**config.mk**
```make
export PLATFORM = sky130hd
export DESIGN_NAME = hx8352_bus_arbiter
export DESIGN_NICKNAME = d
export VERILOG_FILES = /design/src/rtl/hx8352_bus_arbiter.sv
export SDC_FILE = /design/constraint.sdc
export NUM_CORES = 1
export LEC_CHECK = 0
export BUFFER_PORTS_ARGS = -buffer_cell sky130_fd_sc_hd__buf_2
export CAP_MARGIN = 0
export CORE_ASPECT_RATIO = 0.5
export CORE_UTILIZATION = 43
export DETAILED_ROUTE_END_ITERATION = 7
export PLACE_DENSITY = 0.75
export REMOVE_ABC_BUFFERS = 1
export SLEW_MARGIN = 20
export SYNTH_ARGS = -nofsm -noshare
export SYNTH_HDL_FRONTEND = slang
export SYNTH_SLANG_ARGS = --single-unit
```
**constraint.sdc**
```tcl
create_clock -name clk -period 1.6 [get_ports clk]
set_input_delay 0.16 -clock clk [delete_from_list [all_inputs] [get_ports clk]]
set_output_delay 0.16 -clock clk [all_outputs]
set_load 0.02 [all_outputs]
```
**src/rtl/hx8352_bus_arbiter.sv**
```systemverilog
// rtl/hx8352_bus_arbiter.sv - two-port burst arbiter in front of the HX8352 bus controller
// Grants whole bursts, issues one bus_step per word and frames lcd_cs with setup/hold.
module hx8352_bus_arbiter #(
    parameter int FIXED_PRIO  = 0,
    parameter int CS_SETUP    = 2,
    parameter int CS_HOLD     = 2,
    parameter int ACK_TIMEOUT = 8
) (
    input  logic        clk,
    input  logic        rst,
    input  logic [1:0]  req_valid,
    input  logic [1:0]  req_rs,
    input  logic [31:0] req_data,
    input  logic [1:0]  req_last,
    output logic [1:0]  req_ready,
    output logic [1:0]  grant,
    output logic [15:0] bus_data,
    output logic        bus_rs,
    output logic        bus_step,
    input  logic        bus_busy,
    output logic        lcd_cs,
    output logic        ack_timeout
);

    localparam int MAX_SH  = (CS_SETUP > CS_HOLD) ? CS_SETUP : CS_HOLD;
    localparam int CNT_MAX = (MAX_SH > ACK_TIMEOUT) ? MAX_SH : ACK_TIMEOUT;
    localparam int CW      = $clog2(CNT_MAX + 1);

    localparam logic [CW-1:0] SETUP_END = CW'(CS_SETUP - 1);
    localparam logic [CW-1:0] HOLD_END  = CW'(CS_HOLD - 1);
    localparam logic [CW-1:0] ACK_END   = CW'(ACK_TIMEOUT - 1);
    localparam logic [CW-1:0] CNT_ONE   = CW'(1);

    typedef enum logic [2:0] {
        S_IDLE,
        S_SETUP,
        S_ISSUE,
        S_ACK,
        S_DRAIN,
        S_HOLD
    } state_t;

    state_t        state_q, state_d;
    logic [CW-1:0] cnt_q, cnt_d;
    logic [1:0]    grant_q, grant_d;
    logic          ptr_q, ptr_d;
    logic          last_q, last_d;
    logic [15:0]   bus_data_q, bus_data_d;
    logic          bus_rs_q, bus_rs_d;
    logic          bus_step_q, bus_step_d;
    logic          lcd_cs_q, lcd_cs_d;
    logic          ack_timeout_q, ack_timeout_d;

    // Owner index is grant bit 1; only meaningful while a burst is granted.
    logic          gidx;
    logic          own_valid;
    logic          own_rs;
    logic          own_last;
    logic [15:0]   own_data;
    logic          win;

    assign gidx      = grant_q[1];
    assign own_valid = req_valid[gidx];
    assign own_rs    = req_rs[gidx];
    assign own_last  = req_last[gidx];
    assign own_data  = gidx ? req_data[31:16] : req_data[15:0];

    always_ff @(posedge clk or posedge rst) begin
        if (rst) begin
            state_q       <= S_IDLE;
            cnt_q         <= '0;
            grant_q       <= 2'b00;
            ptr_q         <= 1'b0;
            last_q        <= 1'b0;
            bus_data_q    <= 16'h0000;
            bus_rs_q      <= 1'b0;
            bus_step_q    <= 1'b0;
            lcd_cs_q      <= 1'b1;
            ack_timeout_q <= 1'b0;
        end else begin
            state_q       <= state_d;
            cnt_q         <= cnt_d;
            grant_q       <= grant_d;
            ptr_q         <= ptr_d;
            last_q        <= last_d;
            bus_data_q    <= bus_data_d;
            bus_rs_q      <= bus_rs_d;
            bus_step_q    <= bus_step_d;
            lcd_cs_q      <= lcd_cs_d;
            ack_timeout_q <= ack_timeout_d;
        end
    end

    always_comb begin
        state_d       = state_q;
        cnt_d         = cnt_q;
        grant_d       = grant_q;
        ptr_d         = ptr_q;
        last_d        = last_q;
        bus_data_d    = bus_data_q;
        bus_rs_d      = bus_rs_q;
        bus_step_d    = 1'b0;
        lcd_cs_d      = lcd_cs_q;
        ack_timeout_d = ack_timeout_q;
        req_ready     = 2'b00;
        win           = 1'b0;

        case (state_q)
            S_IDLE: begin
                if (|req_valid) begin
                    if (FIXED_PRIO != 0) begin
                        win = ~req_valid[0];
                    end else begin
                        win = req_valid[ptr_q] ? ptr_q : ~ptr_q;
                    end
                    grant_d  = win ? 2'b10 : 2'b01;
                    lcd_cs_d = 1'b0;
                    cnt_d    = '0;
                    state_d  = S_SETUP;
                end
            end
            S_SETUP: begin
                if (cnt_q == SETUP_END) begin
                    cnt_d   = '0;
                    state_d = S_ISSUE;
                end else begin
                    cnt_d = cnt_q + CNT_ONE;
                end
            end
            S_ISSUE: begin
                // grant_q is one-hot, so it doubles as the ready mask of the owner.
                if (own_valid && !bus_busy) begin
                    req_ready  = grant_q;
                    bus_data_d = own_data;
                    bus_rs_d   = own_rs;
                    last_d     = own_last;
                    bus_step_d = 1'b1;
                    cnt_d      = '0;
                    state_d    = S_ACK;
                end
            end
            S_ACK: begin
                if (bus_busy) begin
                    state_d = S_DRAIN;
                end else if (cnt_q == ACK_END) begin
                    ack_timeout_d = 1'b1;
                    state_d       = S_DRAIN;
                end else begin
                    cnt_d = cnt_q + CNT_ONE;
                end
            end
            S_DRAIN: begin
                if (!bus_busy) begin
                    if (last_q) begin
                        ptr_d   = ~gidx;
                        cnt_d   = '0;
                        state_d = S_HOLD;
                    end else begin
                        state_d = S_ISSUE;
                    end
                end
            end
            S_HOLD: begin
                if (cnt_q == HOLD_END) begin
                    lcd_cs_d = 1'b1;
                    grant_d  = 2'b00;
                    cnt_d    = '0;
                    state_d  = S_IDLE;
                end else begin
                    cnt_d = cnt_q + CNT_ONE;
                end
            end
            default: begin
                state_d = S_IDLE;
            end
        endcase
    end

    assign grant       = grant_q;
    assign bus_data    = bus_data_q;
    assign bus_rs      = bus_rs_q;
    assign bus_step    = bus_step_q;
    assign lcd_cs      = lcd_cs_q;
    assign ack_timeout = ack_timeout_q;

endmodule
```
After elaboration in Yosys (flattened, before gate mapping)
Cells that the tools add are included.
{ "word_totals": {"ff_bits": 31, "in_bits": 41, "output_inout_bits": 24, "word_cells": 85} }
{ "op_classes": {"add_sub_neg": 1, "magnitude_cmp": 2, "eq_ne": 16, "muxes": 40, "bitwise": 3, "reduce_logical": 13} }
{ "ops": {"columns": ["cell", "count"], "rows": [
  ["$mux 4", 7],
  ["$mux 3", 8],
  ["$pmux 4 s5", 1],
  ["$pmux 3 s6", 1],
  ["$mux 16", 1],
  ["$ne 2x2->1 const B", 8],
  ["$mux 1", 15],
  ["$mux 2", 5],
  ["$reduce_and 3->1", 3],
  ["$reduce_and 7->1", 1],
  ["$eq 3x2->1 const B", 2],
  ["$eq 3x3->1 const B", 2],
  ["$reduce_and 6->1", 1],
  ["$reduce_bool 5->1", 1],
  ["$add 4x1->4 const B", 1],
  ["$eq 4x1->1 const B", 1],
  ["$eq 4x3->1 const B", 1],
  ["$lt 1x2->1 const B", 2],
  ["$pmux 2 s2", 1],
  ["$reduce_or 2->1", 2],
  ["$eq 3x1->1 const B", 1],
  ["$logic_not 3->1", 1],
  ["$ne 3x3->1 const B", 1],
  ["$not 1->1", 3],
  ["5 further kinds", 5]
]} }

Depth between registers and ports, before layout
{ "logic_depth": {"ltp_word": 8, "ltp_mapped": 7, "ltp_nobuf": 7} }

Worst setup path before layout
No wires, ideal clock.
{ "synth_path": {"kind": "flip-flop to flip-flop", "start": "register cnt_q[0]", "end": "register cnt_q[2]", "setup_ns": 0.074, "arrival_time_ns": 1.603, "required_time_ns": 1.526, "setup_slack_ns": -0.077, "stages_incl_launch_ff": 7, "n_path_buf": 0, "synth_period_minus_slack_ns": 1.677, "cell_sequence": "dfrtp_1 > ha_1 > and3b_4 > a32oi_1 > o2111ai_2 > or2_4 > o21ai_2"} }
{ "synth_via": {"elab_chain_cells": 4, "elab_cells_between_ends": 9, "classes_between": "1 x add/sub; 3 x eq/ne; 4 x mux; 1 x reduce/logical"} }
{ "synth_rtl": {"columns": ["item", "line", "source"], "rows": [
  ["start, declared", "44", "logic [CW-1:0] cnt_q, cnt_d;"],
  ["start signal, assigned", "82", "cnt_q <= cnt_d;"],
  ["$add 4x1->4", "127, 149, 170", null],
  ["$mux 4", "145", "end else if (cnt_q == ACK_END) begin"],
  ["$mux 4", "143", "if (bus_busy) begin"],
  ["$pmux 4 s5", "108", "case (state_q)"]
]} }
Parallel ways exist; a longest one is shown, timed or not. The select of a mux whose other input is x is not followed.
A chain may end at the register's enable or synchronous reset.

Worst setup path after layout
{ "layout_path": {"start": "register state_q[1]", "end": "output port req_ready[1]"} }
{ "layout_via": {"elab_chain_cells": 2} }
{ "layout_rtl": {"columns": ["item", "line", "source"], "rows": [
  ["start, declared", "43", "state_t state_q, state_d;"],
  ["start signal, assigned", "81", "state_q <= state_d;"],
  ["$eq 3x2->1", "108", null],
  ["$mux 2", "108", null],
  ["end, declared", "15", "output logic [1:0] req_ready,"]
]} }
No other way between the ends.

==> flow_summary.ini <==
[power]
power_frac_comb_pct = 53.4
seqPwrFrac_pct = 29.2
ir_drop_mv = 0.658
p_leak_uw = 0.00122
switching_share_pct = 41.0
power.total_uw = 4620
p_per_area_nw_per_um2 = 1890
power_frac_clock_pct = 17.4
p_int_uw = 2730
p_sw_uw = 1890

[final_layout]
diodes = 0
area_growth_pct = 51.8
drive_above_1_share_pct = 47.1
stdcell_area_um2 = 2450
final_nets = 297

[global_route]
grt_pass1_wl_mm = 6.02
grt_util_all_layers_pct = 19.9
grt_max_degree = 32
gr-usage-met1_pct = 21.8
grt-busiest-layer = met2
met3_usage_pct = 5.48
overflow = 0
use_met2_pct = 37.7
grt_pass1_vias = 1426
grt_antenna_before_repair = 0

[sta]
fin_crit_sh_pct = 107
min_period_ns = 1.72
slew_headroom_pct = 73.1
worst_pin_slew_ns = 0.392
rsz0062_at_grt = yes
setup_ws_ns = -0.118
max_freq_mhz = 582
skew_ns = 0.00599
slew_viol_final = 0
setup_tns_ns = -0.533
hold_viol_final = 0
fin_hold_ws_ns = 0.172
setup_viol = 6

[logic_synthesis]
yosys.cell_types.count = 39
syn-cell-area_um2 = 1610
ys_seq_area_share_pct = 48.1
syn_inst = 166
ys_dominant_reg_cell = dfrtp_1
async_reset_ff_share_pct = 100
synth-seq-cells = 31
synth_edf_count = 0
yosys_warnings = 0
syn_avg_cell_area_um2 = 9.72

[drt]
drtIter0Drc = 92
via_per_inst = 5.24
drtPass1Iterations = 4
antenna_left = 0
vias = 1604
drt_wl_total_mm = 4.36
routedWlPerCell_um = 14.2
drc_errors = 0

[clock_tree]
cts_buffer_depth = 2
clk_latency_ns = 0.28
clk_pin_slew_ns = 0.07
htreeDepth = 2
cts_tree = built
cts.sinks = 31
cts_buffers = 5
clockRootBuffer = clkbuf_8

[min_path]
hold_class = in -> reg

[floorplanning]
initial_utilization_pct = 46.0
chipHeight_um = 45.3
die_x_um = 88.6
dieArea_um2 = 4020
rows = 15
design.core.area_um2 = 3510
io_pins = 65

[place]
port_buffers = 64
hpwl_mm = 2.64
place_congestion = 0.859
preCtsSetupSlack_ns = -0.0983
place_area_um2 = 2090

[worst_setup_path]
end_kind = primary output
critPathKind = reg -> out
worstPathArrival_ns = 1.56
cp_max_fo = 5
required_ns = 1.44
start_kind = flop

[outcome]
violations = negative setup slack
status = finished with violations

[job]
maxCapViolCount = 0
-- Yosys cell counts (all sizes together), types with 2 or more instances --
cell | number | area (µm²)
and2 | 2 | 12.5
buf | 9 | 52.6
a21o | 3 | 23.8
o31ai | 2 | 15.0
nand2b | 2 | 12.5
ha | 2 | 25.0
or3 | 3 | 18.8
nor2b | 2 | 12.5
nand3 | 2 | 10.0
inv | 5 | 18.8
o21ai | 7 | 46.3
nor2 | 26 | 97.6
nand2 | 11 | 41.3
a31oi | 2 | 12.5
mux2i | 20 | 200
a21oi | 22 | 110
dfrtp | 30 | 751
-- path summary, 6_finish.rpt --
check,slack [ns],startpoint,cells after the start,endpoint
min in group asynchronous,0.52,rst,4,bus_data[10]
max,-0.12,state_q[1],6,req_ready[1]
min reg2reg,0.48,lcd_cs,2,lcd_cs
min,0.17,req_data[10],3,bus_data[10]
max reg2reg,-0.10,cnt_q[0],7,cnt_q[3]
max in group asynchronous,0.74,rst,4,lcd_cs
-- kinds of logic (layout without fill, tap and decap cells) --
family / after synthesis / count (layout) / share of synthesized area, %
AND/OR/NAND/NOR: 56 / 56 / 16.8
AO/OA/AOI/OAI: 42 / 42 / 16.4
flip-flops: 31 / 31 / 48.1
multiplexers: 20 / 20 / 12.4
buffers and inverters: 15 / 104 / 4.65
adder cells (fa/ha/maj): 2 / 2 / 1.55
-- sequential cells by signal, indices dropped and copies added, names as in the netlist --
signal / cells
ptr_q: 1
bus_rs: 1
bus_data: 16
bus_step: 1
grant: 2
cnt_q: 4
state_q: 3
last_q: 1
ack_timeout: 1
lcd_cs: 1
-- cell usage in the layout (no fill, tap or decap), types with 5 or more instances in the layout --
cell type | Yosys | final
buf_2 | 6 | 62
dfrtp_1 | 30 | 30
nor2_1 | 26 | 26
a21oi_1 | 22 | 22
mux2i_1 | 20 | 20
buf_4 | 1 | 18
nand2_1 | 11 | 10
clkbuf_8 | 0 | 6
buf_6 | 1 | 6
inv_1 | 5 | 5
-- area by class of cell --
type / count / area [µm²]
multi-input combinational: 120 / 860
tap: 51 / 63.8
fill: 253 / 1060
inverter: 5 / 18.8
clock buffer: 6 / 82.6
clock inverter: 2 / 35.0
timing repair buffer: 91 / 613
sequential: 31 / 777
-- critical path, cell delays in order, from the launching register on --
cell and delay [ns]:
dfrtp_1 0.45, nor2b_4 0.24, nand2b_4 0.10, nor3_4 0.13, buf_6 0.12, and2_4 0.13, buf_6 0.11
-- metrics by stage --
stage               utilization, %  std cells
floorplan                        -        156
global route                  69.8        306
finish                        69.8        306
global placement              59.6        287
CTS                           65.9        301
detailed placement            59.6        287
-- what timing repair did --
item,4_1_cts,5_1_grt
cloned,0,2
setup endpoints to repair,23,24
pin swaps,5,5
hold buffers,1,0
resized for setup,14,12
hold endpoints to repair,30,0
setup buffers,5,3
-- routing by layer --
layer  vias up  wire [µm]  part of all wire [%]
li1        757          -                     -
met1       772       1840                    42
met2        65       2240                    51
met3        10        238                   5.5
met4         0         42                  0.96
met5         -          0                     0
-- power groups by stage --
stage,Sequential (µW),Clock [µW],Combinational (µW)
finish,1350,804,2470
floorplan,1810,0,872
detailed placement,1350,0,2060
CTS,1340,816,2200
global route,1390,853,2660
global placement,1330,0,2000
No activity file was read; power rests on OpenSTA's default activity.
